===== config.mk =====
export PLATFORM = sky130hd
export DESIGN_NAME = sdm_adc_data_aurora_send
export DESIGN_NICKNAME = d
export VERILOG_FILES = /design/src/rtl/sdm_adc_data_aurora_send.sv
export SDC_FILE = /design/constraint.sdc
export NUM_CORES = 2
export LEC_CHECK = 0
export CORE_ASPECT_RATIO = 0.6
export CORE_MARGIN = 1.5
export CORE_UTILIZATION = 35
export CTS_CLUSTER_SIZE = 25
export DETAILED_ROUTE_END_ITERATION = 16
export GPL_ROUTABILITY_DRIVEN = 0
export SYNTH_ARGS = -nofsm -noshare
export SYNTH_HDL_FRONTEND = slang
export SYNTH_SLANG_ARGS = --single-unit
export TNS_END_PERCENT = 1

===== constraint.sdc =====
create_clock -name USER_CLK -period 25.3 [get_ports USER_CLK]
set_input_delay 5.06 -clock USER_CLK [delete_from_list [all_inputs] [get_ports USER_CLK]]
set_output_delay 5.06 -clock USER_CLK [all_outputs]
set_load 0.05 [all_outputs]

===== src/rtl/sdm_adc_data_aurora_send.sv =====
// Aurora TX frame sequencer: pops one wide ADC/TMS_SDM frame from a FWFT FIFO and
// streams it as 63-bit payload beats, with bit 63 marking the last beat of the frame.
module sdm_adc_data_aurora_send #(
  parameter int DIN_WIDTH  = 512,
  parameter int FRAME_BITS = 510
) (
  input  logic                 USER_CLK,
  input  logic                 RESET,
  input  logic                 ENABLE,
  input  logic                 CHANNEL_UP,
  input  logic                 FIFO_EMPTY,
  input  logic [DIN_WIDTH-1:0] FIFO_DOUT,
  output logic                 FIFO_RD_EN,
  output logic [63:0]          S_AXI_TX_TDATA,
  output logic                 S_AXI_TX_TVALID,
  input  logic                 S_AXI_TX_TREADY,
  output logic                 BUSY,
  output logic [31:0]          FRAME_CNT,
  output logic [15:0]          ABORT_CNT
);

  localparam int NBEAT = (FRAME_BITS + 62) / 63;
  localparam int FR_W  = NBEAT * 63;
  localparam logic [3:0] LAST_BEAT = 4'(NBEAT - 1);

  typedef enum logic {IDLE, SEND} state_t;

  state_t            state, state_nxt;
  logic [FR_W-1:0]   frame_in;
  logic [FR_W-1:0]   frame_p0;
  logic [3:0]        beat_p0;
  logic [3:0]        beat_nxt;
  logic              start;
  logic              hs;
  logic              last;

  // Payload slice for a given beat; the frame register is padded with zeros
  // up to a whole number of beats, so the slice never runs off the end.
  function automatic logic [62:0] beat_slice(input logic [FR_W-1:0] f, input logic [3:0] b);
    return f[63*int'(b) +: 63];
  endfunction

  generate
    if (DIN_WIDTH > FRAME_BITS) begin : g_hi_bits
      logic unused_hi;
      assign unused_hi = ^FIFO_DOUT[DIN_WIDTH-1:FRAME_BITS];
    end
  endgenerate

  always_comb begin
    frame_in                   = '0;
    frame_in[FRAME_BITS-1:0]   = FIFO_DOUT[FRAME_BITS-1:0];
  end

  assign start    = (state == IDLE) && ENABLE && CHANNEL_UP && !FIFO_EMPTY;
  assign hs       = S_AXI_TX_TVALID && S_AXI_TX_TREADY;
  assign last     = (beat_p0 == LAST_BEAT);
  assign beat_nxt = beat_p0 + 4'd1;

  always_ff @(posedge USER_CLK or posedge RESET) begin
    if (RESET) state <= IDLE;
    else       state <= state_nxt;
  end

  // The pop strobe is held off during reset so the FIFO never loses a word
  // that the frame register did not capture.
  always_comb begin
    state_nxt  = state;
    FIFO_RD_EN = 1'b0;
    case (state)
      IDLE: begin
        if (start) begin
          state_nxt  = SEND;
          FIFO_RD_EN = !RESET;
        end
      end
      SEND: begin
        if (!CHANNEL_UP)     state_nxt = IDLE;
        else if (hs && last) state_nxt = IDLE;
      end
      default: state_nxt = IDLE;
    endcase
  end

  // p0: frame capture and beat presentation
  always_ff @(posedge USER_CLK or posedge RESET) begin
    if (RESET) begin
      frame_p0        <= '0;
      beat_p0         <= '0;
      S_AXI_TX_TDATA  <= '0;
      S_AXI_TX_TVALID <= 1'b0;
      BUSY            <= 1'b0;
      FRAME_CNT       <= '0;
      ABORT_CNT       <= '0;
    end else begin
      case (state)
        IDLE: begin
          if (start) begin
            frame_p0        <= frame_in;
            beat_p0         <= '0;
            S_AXI_TX_TDATA  <= {(NBEAT == 1), frame_in[62:0]};
            S_AXI_TX_TVALID <= 1'b1;
            BUSY            <= 1'b1;
          end
        end
        SEND: begin
          // Link loss wins over a same-cycle handshake: the beat is not counted.
          if (!CHANNEL_UP) begin
            S_AXI_TX_TVALID <= 1'b0;
            BUSY            <= 1'b0;
            if (ABORT_CNT != 16'hFFFF) ABORT_CNT <= ABORT_CNT + 16'd1;
          end else if (hs) begin
            if (last) begin
              S_AXI_TX_TVALID <= 1'b0;
              BUSY            <= 1'b0;
              FRAME_CNT       <= FRAME_CNT + 32'd1;
            end else begin
              beat_p0        <= beat_nxt;
              S_AXI_TX_TDATA <= {(beat_nxt == LAST_BEAT), beat_slice(frame_p0, beat_nxt)};
            end
          end
        end
        default: ;
      endcase
    end
  end

endmodule

==> impl_metrics.env <==
export IMPL_status="completed"
export IMPL_max_vdd_ir_drop_mv=0.0514
export IMPL_fin_setup_tns_ns=0
export IMPL_ys_seq_elements=628
export IMPL_worst_slew_pin_slew_ns=1.20
export IMPL_finalSetupViolations=0
export IMPL_seq_area_frac_synth_pct=57.2
export IMPL_relSlewSlack_pct=19.9
export IMPL_total_power_w=0.00297
export IMPL_path_max_fanout=50
export IMPL_cts_sinks=628
export IMPL_yosysUniqueCellTypes=40
export IMPL_start_kind="input port"
export IMPL_hold_path_class="reg -> reg"
export IMPL_grt_pass1_wl_mm=133
export IMPL_cap_viol_max_count=0
export IMPL_cts_setup_buffers=0
export IMPL_hold_viol_final=0
export IMPL_yosys_warnings=0
export IMPL_cpPeakStageDelay_ns=0.83
export IMPL_cts_resized=0
export IMPL_numPortBuffers=630
export IMPL_p_leak_nw=17.8
export IMPL_path_cells="clkdlybuf4s50_1, nand4bb_4, nor2_1, clkdlybuf4s50_1"
export IMPL_wl_per_cell_um=19.4
export IMPL_drc_errors=0
export IMPL_start_util_pct=35.4
export IMPL_avgSynthCellArea_um2=9.57
export IMPL_hpwl_mm=58.5
export IMPL_cts_buffers=60
export IMPL_antenna_found_initial=19
export IMPL_crit_type="in -> out"
export IMPL_clockBufferDepth=3
export IMPL_pwr_density_cell_nw_per_um2=80.8
export IMPL_grt_pass1_vias=21600
export IMPL_grt_max_degree=208
export IMPL_core_area_um2=77600
export IMPL_wl_mm=87.6
export IMPL_mappedNetlistArea_um2=27500
export IMPL_syn_num_nets=3392
export IMPL_dieHeight_um=220
export IMPL_tritoncts="done"
export IMPL_htreeDepth=2
export IMPL_nets=3938
export IMPL_cpMaxStageDelayCell="clkdlybuf4s50_1"
export IMPL_routed_via_count=21800
export IMPL_grt_setup_unrepaired="false"
export IMPL_detail_route_first_pass_iterations=5
export IMPL_required_ns=20.24
export IMPL_skew_ns=0.0208
export IMPL_critPathBufInv=2
export IMPL_final_area_um2=36700
export IMPL_drt_antenna_violating_nets=0
export IMPL_fin_crit_sh_pct=50.0
export IMPL_rows=79
export IMPL_fmax_ghz=0.0790
export IMPL_layout_drive_gt1_share_pct=7.51
export IMPL_grtUsageTotal_pct=21.6
export IMPL_dpl_cell_area_um2=34700
export IMPL_ios=633
export IMPL_first_iter_violations=1867
export IMPL_synth_cells=2869
export IMPL_synthFlopType="dfrtp_1"
export IMPL_die_w_um=365
export IMPL_clkLatencyLatePin_ns=0.63
export IMPL_synth_edf_count=0
export IMPL_root_buffer="clkbuf_16"
export IMPL_dieArea_um2=80200
export IMPL_arrival_ns=7.59
export IMPL_maxSlewViolCount=0
export IMPL_ctsHoldBuffers=0
export IMPL_endpoint_kind="primary output"
export IMPL_clk_transition_reported_paths_ns=0.06
export IMPL_async_flop_share_pct=100
export IMPL_area_delta_synth_final_pct=33.7
export IMPL_overflow=0
export IMPL_period_minus_slack_ns=12.65
export IMPL_vias_per_cell=4.81
export IMPL_path_delay_family="buffers and inverters"
export IMPL_path_common_cell="clkdlybuf4s50_1"
==> synthesized netlist by cell type, types with 3 or more instances <==
master | count | area (um2)
a221oi_1 | 6 | 52.6
a22oi_1 | 63 | 473
and2_1 | 5 | 31.3
and3_1 | 9 | 56.3
and4_1 | 9 | 78.8
buf_2 | 38 | 190
buf_4 | 9 | 67.6
clkbuf_1 | 121 | 454
dfrtp_1 | 628 | 15700
ha_1 | 5 | 62.6
inv_1 | 7 | 26.3
mux2i_1 | 12 | 120
mux4_2 | 120 | 2700
nand2_1 | 1639 | 6150
nand2b_1 | 6 | 37.5
nand3_1 | 71 | 355
nand4_1 | 13 | 81.3
nor2_1 | 13 | 48.8
nor3_1 | 6 | 30.0
nor3_2 | 3 | 30.0
o21ai_0 | 12 | 60.1
o21ai_1 | 6 | 30.0
xnor2_1 | 30 | 263
xor2_1 | 18 | 158
==> registers in the layout, indices dropped and copies added, names as in the netlist <==
name            count
S_AXI_TX_TDATA     64
FRAME_CNT          32
frame_p0          510
BUSY                1
state               1
beat_p0             4
ABORT_CNT          16
==> path summary, 6_finish.rpt <==
kind,start,to,slack (ns),cells after the start
min in group asynchronous,RESET,FRAME_CNT[17]$_DFFE_PP0P_,5.09,2
min reg2reg,frame_p0[35]$_DFFE_PP0P_,frame_p0[35]$_DFFE_PP0P_,0.47,2
min,frame_p0[35]$_DFFE_PP0P_,frame_p0[35]$_DFFE_PP0P_,0.47,2
max reg2reg,beat_p0[0]$_DFFE_PP0P_,S_AXI_TX_TDATA[1]$_DFFE_PP0P_,21.25,7
max in group asynchronous,RESET,frame_p0[417]$_DFFE_PP0P_,17.95,4
max,CHANNEL_UP,FIFO_RD_EN,12.65,4
==> per-layer routing <==
layer	share of wire (%)	wire length (um)	up-vias	global-route usage, %
li1	-	-	10400	-
met1	48	41700	10700	32.1
met2	45	39000	561	32.2
met3	6.4	5610	114	5.30
met4	1.2	1080	32	3.61
met5	0.24	209	-	0
==> tightest hold or removal path, stage by stage (launching register included) <==
cell and delay [ns]:
dfrtp_1 0.34, nand2_1 0.05, nand2_1 0.05
==> cell type report <==
cell class / count / area [um2]
Clock inverter: 29 / 267
Antenna cell: 4 / 10.0
Sequential cell: 628 / 15700
Multi-Input combinational cell: 2065 / 11100
Fill cell: 7408 / 40900
Clock buffer: 81 / 1740
Inverter: 8 / 45.0
Tap cell: 1053 / 1320
Timing Repair Buffer: 652 / 6550
==> cells by family after synthesis <==
logic type / share of synthesized area, %
xor gates and xnor gates: 1.65
muxes: 10.3
AOI/OAI and AO/OA: 2.42
and+or+nand+nor: 25.5
buffers and inverters: 2.70
DFF: 57.2
adders and majority gates: 0.228
==> report_power, final <==
group	switching, W	leakage [nW]	total (W)	internal (W)
Clock	0.000412	0.993	0.000934	0.000522
Sequential	0.000110	7.91	0.00131	0.00120
Combinational	0.000393	8.87	0.000724	0.000331
Total	0.000915	17.8	0.00297	0.00205
==> cell usage in the layout, fill, tap and decap left out, types with 12 or more instances in the layout <==
master and n:
o21ai_0 12, dfrtp_1 628, buf_4 16, mux2i_1 12, clkinv_2 18, xor2_1 18
a22oi_1 63, mux4_2 120, nand3_1 71, nor2_1 13, nand2_1 1639, clkbuf_16 61
clkdlybuf4s50_1 630, clkbuf_8 14, xnor2_1 30, nand4_1 13
==> per-stage QoR <==
stage	cells	setup slack (ns)	utilization, %	hold slack [ns]
2_1_floorplan	2869	2.65	-	0.440
3_3_place_gp	4406	12.57	44.7	0.453
3_5_place_dp	4406	12.60	44.7	0.457
4_1_cts	4516	12.58	47.3	0.473
5_1_grt	4519	12.51	47.3	0.486
6_report	4520	12.65	47.3	0.468
Power figures use the tool's default switching activity.
